<file path="config.mk">
export PLATFORM = sky130hd
export DESIGN_NAME = cluster_uplink
export DESIGN_NICKNAME = d
export VERILOG_FILES = /design/src/rtl/noc_pkg.sv /design/src/rtl/uplink_fifo.sv /design/src/rtl/cluster_uplink.sv
export SDC_FILE = /design/constraint.sdc
export NUM_CORES = 1
export LEC_CHECK = 0
export ABC_AREA = 1
export CAP_MARGIN = 15
export CORE_MARGIN = 1
export CORE_UTILIZATION = 36
export CTS_CLUSTER_DIAMETER = 50
export CTS_CLUSTER_SIZE = 28
export DETAILED_ROUTE_END_ITERATION = 10
export SLEW_MARGIN = 40
export SYNTH_ARGS = -nofsm -noshare
export SYNTH_HDL_FRONTEND = slang
export SYNTH_HIERARCHICAL = 1
export SYNTH_SLANG_ARGS = --single-unit
export TNS_END_PERCENT = 30
</file>
<file path="constraint.sdc">
create_clock -name clk -period 9 [get_ports clk]
set_clock_uncertainty 0.15 [all_clocks]
set_input_delay 0.9 -clock clk [delete_from_list [all_inputs] [get_ports clk]]
set_output_delay 0.9 -clock clk [all_outputs]
set_load 0.005 [all_outputs]
</file>
<file path="src/rtl/noc_pkg.sv">
// Shared NoC definitions: flit geometry, leaf count, source-tag field position
// and the round-robin pick helper used by the cluster uplink.
package noc_pkg;

  localparam int FLIT_W     = 20;
  localparam int LEAF_N     = 4;
  localparam int LEAF_ID_W  = 2;
  localparam int SRCTAG_MSB = 19;
  localparam int SRCTAG_LSB = 18;

  typedef logic [FLIT_W-1:0] flit_t;

  typedef struct packed {
    logic                 found;
    logic [LEAF_ID_W-1:0] idx;
  } grant_t;

  // Search starts at the leaf after 'last' and wraps once around all leaves.
  function automatic grant_t rr_pick(input logic [LEAF_N-1:0] req,
                                     input logic [LEAF_ID_W-1:0] last);
    grant_t               g;
    logic [LEAF_ID_W-1:0] idx;
    g = '0;
    for (int i = 1; i <= LEAF_N; i++) begin
      idx = last + LEAF_ID_W'(i);
      if (!g.found && req[idx]) begin
        g.found = 1'b1;
        g.idx   = idx;
      end
    end
    return g;
  endfunction

endpackage

</file>
<file path="src/rtl/uplink_fifo.sv">
// Per-leaf flit FIFO; extra pointer MSB distinguishes full from empty on wrap.
// Write acceptance policy (full-but-popping) is decided by the caller.
module uplink_fifo
  import noc_pkg::*;
#(
  parameter int DEPTH = 2
) (
  input  logic  clk,
  input  logic  rst,
  input  logic  wr_en,
  input  flit_t wr_data,
  input  logic  rd_en,
  output flit_t rd_data,
  output logic  empty,
  output logic  full
);

  localparam int AW = $clog2(DEPTH);

  logic [AW:0] wr_ptr;
  logic [AW:0] rd_ptr;
  flit_t       mem [DEPTH];

  assign empty   = (wr_ptr == rd_ptr);
  assign full    = (wr_ptr[AW] != rd_ptr[AW]) && (wr_ptr[AW-1:0] == rd_ptr[AW-1:0]);
  assign rd_data = mem[rd_ptr[AW-1:0]];

  always_ff @(posedge clk or negedge rst) begin
    if (!rst) begin
      wr_ptr <= '0;
      rd_ptr <= '0;
    end else begin
      if (wr_en) wr_ptr <= wr_ptr + 1'b1;
      if (rd_en) rd_ptr <= rd_ptr + 1'b1;
    end
  end

  always_ff @(posedge clk) begin
    if (wr_en) mem[wr_ptr[AW-1:0]] <= wr_data;
  end

endmodule

</file>
<file path="src/rtl/cluster_uplink.sv">
// Four-leaf uplink: per-leaf FIFOs, credit-gated round-robin arbiter, two-stage
// registered output. Define CLUSTER_UPLINK_SRCTAG_EN to stamp the leaf id into the flit.
module cluster_uplink
  import noc_pkg::*;
#(
  parameter int DEPTH   = 2,
  parameter int CREDITS = 4
) (
  input  logic              clk,
  input  logic              rst,
  input  flit_t             in_leaf0,
  input  flit_t             in_leaf1,
  input  flit_t             in_leaf2,
  input  flit_t             in_leaf3,
  input  logic              v_leaf0,
  input  logic              v_leaf1,
  input  logic              v_leaf2,
  input  logic              v_leaf3,
  output logic [LEAF_N-1:0] cred_leaf,
  output flit_t             sd_out,
  output logic              sd_out_valid,
  input  logic              cred_up,
  output logic [LEAF_N-1:0] err_ovf
);

  localparam logic [3:0] CRED_MAX = 4'(CREDITS);

  flit_t                leaf_in [LEAF_N];
  flit_t                head    [LEAF_N];
  logic [LEAF_N-1:0]    v_vec, empty, full, wr_en, pop, ovf;
  logic [3:0]           credit_cnt;
  logic [LEAF_ID_W-1:0] rr_ptr;
  grant_t               gr;
  logic                 grant_vld;
  flit_t                grant_flit;

  // Pipeline stage between FIFO pop and the registered output.
  logic                 pipe_vld;
  flit_t                pipe_flit;
  logic [LEAF_ID_W-1:0] pipe_idx;

  assign leaf_in[0] = in_leaf0;
  assign leaf_in[1] = in_leaf1;
  assign leaf_in[2] = in_leaf2;
  assign leaf_in[3] = in_leaf3;
  assign v_vec      = {v_leaf3, v_leaf2, v_leaf1, v_leaf0};

  // A full FIFO still accepts when it is popped on the same edge.
  assign wr_en = v_vec & (~full | pop);
  assign ovf   = v_vec & full & ~pop;

  for (genvar g = 0; g < LEAF_N; g++) begin : g_fifo
    uplink_fifo #(.DEPTH(DEPTH)) u_fifo (
      .clk     (clk),
      .rst     (rst),
      .wr_en   (wr_en[g]),
      .wr_data (leaf_in[g]),
      .rd_en   (pop[g]),
      .rd_data (head[g]),
      .empty   (empty[g]),
      .full    (full[g])
    );
  end

  always_comb begin
    gr         = rr_pick(~empty, rr_ptr);
    grant_vld  = gr.found && (credit_cnt != '0);
    pop        = grant_vld ? (LEAF_N'(1) << gr.idx) : '0;
    grant_flit = head[gr.idx];
`ifdef CLUSTER_UPLINK_SRCTAG_EN
    grant_flit[SRCTAG_MSB:SRCTAG_LSB] = gr.idx;
`endif
  end

  always_ff @(posedge clk or negedge rst) begin
    if (!rst) begin
      credit_cnt   <= CRED_MAX;
      rr_ptr       <= LEAF_ID_W'(LEAF_N - 1);
      err_ovf      <= '0;
      pipe_vld     <= 1'b0;
      pipe_flit    <= '0;
      pipe_idx     <= '0;
      sd_out       <= '0;
      sd_out_valid <= 1'b0;
      cred_leaf    <= '0;
    end else begin
      err_ovf <= err_ovf | ovf;

      // Grant consumes one credit, cred_up returns one; both together cancel.
      if (grant_vld && !cred_up)
        credit_cnt <= credit_cnt - 1'b1;
      else if (!grant_vld && cred_up && credit_cnt < CRED_MAX)
        credit_cnt <= credit_cnt + 1'b1;

      pipe_vld <= grant_vld;
      if (grant_vld) begin
        pipe_flit <= grant_flit;
        pipe_idx  <= gr.idx;
        rr_ptr    <= gr.idx;
      end

      sd_out_valid <= pipe_vld;
      if (pipe_vld) sd_out <= pipe_flit;
      cred_leaf <= pipe_vld ? (LEAF_N'(1) << pipe_idx) : '0;
    end
  end

endmodule
</file>
==> flow_metrics.env, run 1 <==
export IMPL_drc=0
export IMPL_cts_tree="built"
export IMPL_drv_cap=0
export IMPL_synth_edf_count=160
export IMPL_ys_top_cells_by_count="468 x nand2_1, 160 x edfxtp_1, 117 x inv_1"
export IMPL_die_height_um=173
export IMPL_synth_ff_type="edfxtp_1"
export IMPL_fin_total_pwr_w=0.00526
export IMPL_slowest_stage="dfrtp_1"
export IMPL_r2r_start="g_fifo[1].u_fifo/rd_ptr[0]"
export IMPL_setup_tns_ps=0
export IMPL_crit_chain="inv_6 -> nand2_1 -> nand2_1 -> nor2_1 -> nand2_1 -> nand2_1 -> inv_1 -> nor2_4 -> nand3_2 -> nand3_4 -> nand2_2 -> nor2_2 -> nand2_1 -> a21boi_1 -> nand2_1 -> inv_1"
export IMPL_dr_pass1_iters=7
export IMPL_vias=7144
export IMPL_synth_seq_area_share=0.632
export IMPL_cts_buffer_depth=3
export IMPL_slew_headroom=0.458
export IMPL_netlist_area_um2=10500
export IMPL_cp_start_kind="register"
export IMPL_row_count=62
export IMPL_yosys_warnings=6
export IMPL_grt_overflow=0
export IMPL_n_fill_cell=2760
export IMPL_io_buffer_count=115
export IMPL_crit_path_frequent_cell="nand2_1"
export IMPL_grt_usage=0.157
export IMPL_synth_top_cell_by_area="edfxtp_1"
export IMPL_htree_levels=1
export IMPL_powerDensity_nw_per_um2=416
export IMPL_ant_nets=0
export IMPL_critPathMaxFanout=42
export IMPL_syn_nets=1170
export IMPL_ir_drop_mv=0.160
export IMPL_cts_root_buf="clkbuf_16"
export IMPL_grt_pass1_vias=6954
export IMPL_ys_ff_latch=234
export IMPL_cpPeakStageDelay_ps=870
export IMPL_vias_per_cell=4.51
export IMPL_syn_instance_count=1082
export IMPL_netlist_top_cells_area="edfxtp_1 46%, dfrtp_1 17%, nand2_1 17%"
export IMPL_holdBufCountCts=0
export IMPL_antenna_found_initial=0
export IMPL_synth_cell_type_count=32
export IMPL_hold_path_class="in2async"
export IMPL_grt_max_degree=75
export IMPL_arrival_ps=4850
export IMPL_syn_avg_cell_area_um2=9.74
export IMPL_crit_path_start="g_fifo[1].u_fifo/rd_ptr[0]"
export IMPL_yosys_cell_count_top_type="nand2_1"
export IMPL_finalCriticalPeriod_ps=4850
export IMPL_clock_latency_ps=530
export IMPL_max_freq_mhz=206
export IMPL_cts_resized=0
export IMPL_cts_made_buffers=26
export IMPL_die_area_um2=30000
export IMPL_cts_sinks=234
export IMPL_io_pins=116
export IMPL_antennaDiodeCount=0
export IMPL_yosysTopAreaCellShare=0.456
export IMPL_dp_hpwl_um=16600
export IMPL_gp_congestion=0.860
export IMPL_core_area_um2=28800
export IMPL_p_leak_nw=5.71
export IMPL_clkTransAtPathRegs_ps=70
export IMPL_worstSetupPathType="reg2reg"
export IMPL_cp_end_kind="register"
export IMPL_hold_violations=0
export IMPL_grt_pass1_wl_um=37300
export IMPL_cp_required_ps=9010
export IMPL_fin_util=0.439
export IMPL_finalWirelength_um=23300
export IMPL_rsz0062_at_grt="no"
export IMPL_layout_nets=1268
export IMPL_worst_slack_ps=4150
export IMPL_drive_above_1_share=0.0875
export IMPL_hold_ws_ps=229
export IMPL_preCtsSetupSlack_ps=3980
export IMPL_worst_slew_pin_slew_ps=813
export IMPL_worstRegToRegCells=16
export IMPL_wl_per_cell_um=14.7
export IMPL_cts_setup_buffers=0
export IMPL_async_flop_share=0.316
export IMPL_start_util=0.366
export IMPL_fin_crit_sh=0.538
export IMPL_setup_viol=0
export IMPL_syn_to_final_growth_pct=20.0
export IMPL_die_x_um=173
export IMPL_run_status="finished clean"
export IMPL_initialDrtViolationCount=587
export IMPL_slew_violations=0
[through the flow]
stage | cell area, um^2 | std cells
final | 12600 | 1584
after global routing | 12600 | 1584
after CTS | 12600 | 1584
after detailed placement | 11800 | 1536
after global placement | 11800 | 1536
after floorplan | 10500 | 1082
[critical path: cells and delay by family, from the launching register on]
family	cells	cell delay [ps]
AO/OA/AOI/OAI	1	340
buffers and inverters	3	880
AND/OR/NAND/NOR	12	2210
flip-flops	1	870
[cell families after synthesis]
family          count (synthesis)  share of synthesized area
compound gates                 19                     0.0115
fa+ha+maj                       1                    0.00119
xor+xnor                       17                     0.0141
buf+inv                       173                     0.0875
flops                         234                      0.632
simple gates                  638                      0.254
[flip-flops by register name (all words and copies together), names as in the netlist]
register	count
pipe_idx	2
g_fifo.u_fifo/wr_ptr	8
cred_leaf	4
g_fifo.u_fifo/rd_ptr	8
sd_out	20
err_ovf	4
pipe_flit	20
pipe_vld	1
g_fifo.u_fifo/mem	160
sd_out_valid	1
rr_ptr	2
credit_cnt	4
[metal layers]
| metal | GRT usage | wire (um) | up-vias |
|---|---|---|---|
| met5 | 0 | 0 | - |
| met1 | 0.228 | 11100 | 3301 |
| met3 | 0.0215 | 1080 | 34 |
| li1 | - | - | 3624 |
| met4 | 0.0454 | 515 | 0 |
| met2 | 0.245 | 10600 | 185 |
[final timing paths]
| check | endpoint | slack [ps] |
|---|---|---|
| hold / removal | sd_out[6] | 230 |
| min in group clk | credit_cnt[3] | 320 |
| setup reg to reg | g_fifo[2].u_fifo/mem[1][18] | 4150 |
| setup / recovery | g_fifo[2].u_fifo/mem[1][18] | 4150 |
| max in group asynchronous | g_fifo[0].u_fifo/rd_ptr[0] | 7930 |
| hold reg to reg | credit_cnt[3] | 320 |
[area by class of cell]
type	count	area (um^2)	area share
sequential	234	6660	0.527
multi-input combinational	675	2960	0.234
timing repair buffer	119	1180	0.0935
clock buffer	30	687	0.0543
inverter	124	485	0.0384
tap	384	480	0.0380
clock inverter	18	185	0.0146
[placed cells by master, fill, tap and decap left out, types with 2 or more instances in the layout]
master / netlist / routed
nand2_1: 468 / 468
edfxtp_1: 160 / 160
inv_1: 117 / 114
clkdlybuf4s50_1: 0 / 114
nand3_1: 106 / 106
dfrtp_1: 71 / 68
nand2_2: 34 / 34
clkbuf_16: 0 / 27
xor2_1: 17 / 17
nor2_1: 16 / 16
inv_6: 4 / 10
o21ai_0: 5 / 5
a21oi_1: 4 / 4
o21bai_1: 4 / 4
nor3_1: 4 / 4
buf_4: 4 / 4
inv_2: 3 / 3
a21boi_1: 3 / 3
clkbuf_1: 4 / 3
clkinv_8: 0 / 3
inv_8: 0 / 3
dfstp_2: 3 / 3
clkinv_1: 0 / 3
dfrtp_2: 0 / 3
nand3_2: 3 / 2
nand3_4: 1 / 2
nor2_2: 2 / 2
nand4_1: 2 / 2
clkinvlp_4: 0 / 2
[power breakdown]
group	total [W]	leakage (nW)	internal [W]	switching, W
logic	0.00236	2.93	0.000752	0.00160
clock network	0.00105	0.418	0.000577	0.000474
registers	0.00185	2.36	0.00162	0.000239
Power figures use the tool's default switching activity.
==> run 2: changes to the inputs <==
==> constraint.sdc (replaced) <==
create_clock -name clk -period 4.9 [get_ports clk]
set_clock_uncertainty 0.15 [all_clocks]
set_input_delay 0.49 -clock clk [delete_from_list [all_inputs] [get_ports clk]]
set_output_delay 0.49 -clock clk [all_outputs]
set_load 0.005 [all_outputs]
==> run 2 against run 1 <==
Combinational power grew 91%. Setup slack lost 3300 ps. Routed wire length shrank 0.31%. Clock-buffer cell count grew 2. Utilization grew 0.67 points. Critical path type unchanged. Total power grew 89%. Largest cell class unchanged.
==> flow_metrics.env, run 2 (synthesis results as in run 1) <==
export IMPL_cpPeakStageDelay_ps=400
export IMPL_grt_max_degree=75
export IMPL_grt_pass1_wl_um=37100
export IMPL_antenna_found_initial=0
export IMPL_comb_power_share=0.452
export IMPL_worst_slew_pin_slew_ps=709
export IMPL_run_status="finished clean"
export IMPL_antennaDiodeCount=0
export IMPL_syn_to_final_growth_pct=21.8
export IMPL_crit_path_frequent_cell="nand2_1"
export IMPL_setup_tns_ps=0
export IMPL_initialDrtViolationCount=533
export IMPL_p_leak_nw=5.84
export IMPL_start_util=0.366
export IMPL_core_area_um2=28800
export IMPL_dr_pass1_iters=5
export IMPL_hold_ws_ps=314
export IMPL_worst_slack_ps=890
export IMPL_rsz0062_at_grt="no"
export IMPL_worstRegToRegCells=18
export IMPL_drv_cap=0
export IMPL_critPathMaxFanout=42
export IMPL_vias=7193
export IMPL_swShare=0.429
export IMPL_worstSetupPathType="reg2reg"
export IMPL_preCtsSetupSlack_ps=916
export IMPL_ant_nets=0
export IMPL_layout_common_cells="468 x nand2_1, 160 x edfxtp_1, 117 x inv_1, 114 x clkdlybuf4s50_1, 106 x nand3_1"
export IMPL_fin_crit_sh=0.818
export IMPL_layout_nets=1281
export IMPL_die_height_um=173
export IMPL_max_freq_mhz=249
export IMPL_crit_chain="buf_4 -> inv_6 -> nand2_1 -> nand2_1 -> nor2_1 -> inv_1 -> nand2_1 -> nand2_1 -> nor2_4 -> nand2_2 -> nand2_2 -> nand3_4 -> a21oi_1 -> nand2_1 -> a21boi_0 -> nand2_1 -> inv_1 -> buf_4"
export IMPL_slew_violations=0
export IMPL_drive_above_1_share=0.0947
export IMPL_largest_reg_flops=160
export IMPL_gp_congestion=0.849
export IMPL_arrival_ps=4080
export IMPL_slew_headroom=0.526
export IMPL_finalCriticalPeriod_ps=4010
export IMPL_p_int_w=0.00568
export IMPL_vias_per_cell=4.50
export IMPL_finalWirelength_um=23200
export IMPL_setup_viol=0
export IMPL_cp_start_kind="register"
export IMPL_cts_made_buffers=28
export IMPL_cp_required_ps=4970
export IMPL_dp_hpwl_um=16400
export IMPL_holdPathStages=1
export IMPL_wl_per_cell_um=14.5
export IMPL_place_area_um2=11800
export IMPL_clock_latency_ps=540
export IMPL_cts_buffer_depth=3
export IMPL_die_area_um2=30000
export IMPL_slowest_stage="dfrtp_1"
export IMPL_final_area_um2=12800
export IMPL_die_x_um=173
export IMPL_switchingPower_w=0.00426
export IMPL_grt_overflow=0
export IMPL_row_count=62
export IMPL_clock_power_share=0.217
export IMPL_layout_commonest_cell="nand2_1"
export IMPL_clkTransAtPathRegs_ps=60
export IMPL_fin_total_pwr_w=0.00995
export IMPL_cts_setup_buffers=0
export IMPL_cp_end_kind="register"
export IMPL_p_seq_frac=0.331
export IMPL_io_buffer_count=115
export IMPL_hold_path_class="reg2reg"
export IMPL_cts_sinks=234
export IMPL_ir_drop_mv=0.321
export IMPL_powerDensity_nw_per_um2=775
export IMPL_cts_tree="built"
export IMPL_cts_root_buf="clkbuf_16"
export IMPL_io_pins=116
export IMPL_grt_pass1_vias=6878
export IMPL_grt_usage=0.157
export IMPL_drc=0
export IMPL_hold_violations=0
export IMPL_htree_levels=1
==> run 2: final cells by class <==
class / count / area (um^2)
fill: 2712 / 15900
sequential: 234 / 6660
multi-input combinational: 675 / 2950
timing repair buffer: 130 / 1270
clock buffer: 32 / 737
inverter: 124 / 485
tap: 384 / 480
clock inverter: 19 / 253
==> run 2: power groups by stage <==
stage / logic, W / registers (W) / clock network [W]
detailed placement: 0.00449 / 0.00333 / 0
finish: 0.00450 / 0.00329 / 0.00216
CTS: 0.00451 / 0.00329 / 0.00221
global route: 0.00508 / 0.00337 / 0.00228
global placement: 0.00446 / 0.00332 / 0
floorplan: 0.00338 / 0.00323 / 0
==> run 2: metal layers <==
| layer | part of all wire | global-route usage |
|---|---|---|
| met5 | 0 | 0 |
| met4 | 0.037 | 0.0649 |
| met3 | 0.042 | 0.0209 |
| met2 | 0.44 | 0.238 |
| met1 | 0.48 | 0.228 |
==> run 2: stage by stage <==
step | std cells | util
6_report | 1598 | 0.446
5_1_grt | 1598 | 0.446
4_1_cts | 1598 | 0.446
3_5_place_dp | 1546 | 0.411
3_3_place_gp | 1546 | 0.411
2_1_floorplan | 1082 | -
==> run 2: repair_timing <==
item | CTS | global route
gates resized for setup | 0 | 0
hold buffers | 1 | 0
endpoints found under the hold margin | 71 | 0
==> run 2: worst max-delay path, delay by kind of cell (launching register included) <==
kind | cells | cell delay (ps)
AOI/OAI and AO/OA | 2 | 700
buffers and inverters | 5 | 860
DFF | 1 | 400
and+or+nand+nor | 11 | 1530
==> run 2: final timing paths <==
check	startpoint	end	slack, ps
max in group asynchronous	rst	err_ovf[1]	3720
min reg2reg	pipe_idx[1]	cred_leaf[0]	310
min in group asynchronous	rst	sd_out[6]	390
min	pipe_idx[1]	cred_leaf[0]	310
max	g_fifo[2].u_fifo/rd_ptr[0]	g_fifo[3].u_fifo/mem[1][13]	890
max reg2reg	g_fifo[2].u_fifo/rd_ptr[0]	g_fifo[3].u_fifo/mem[1][13]	890
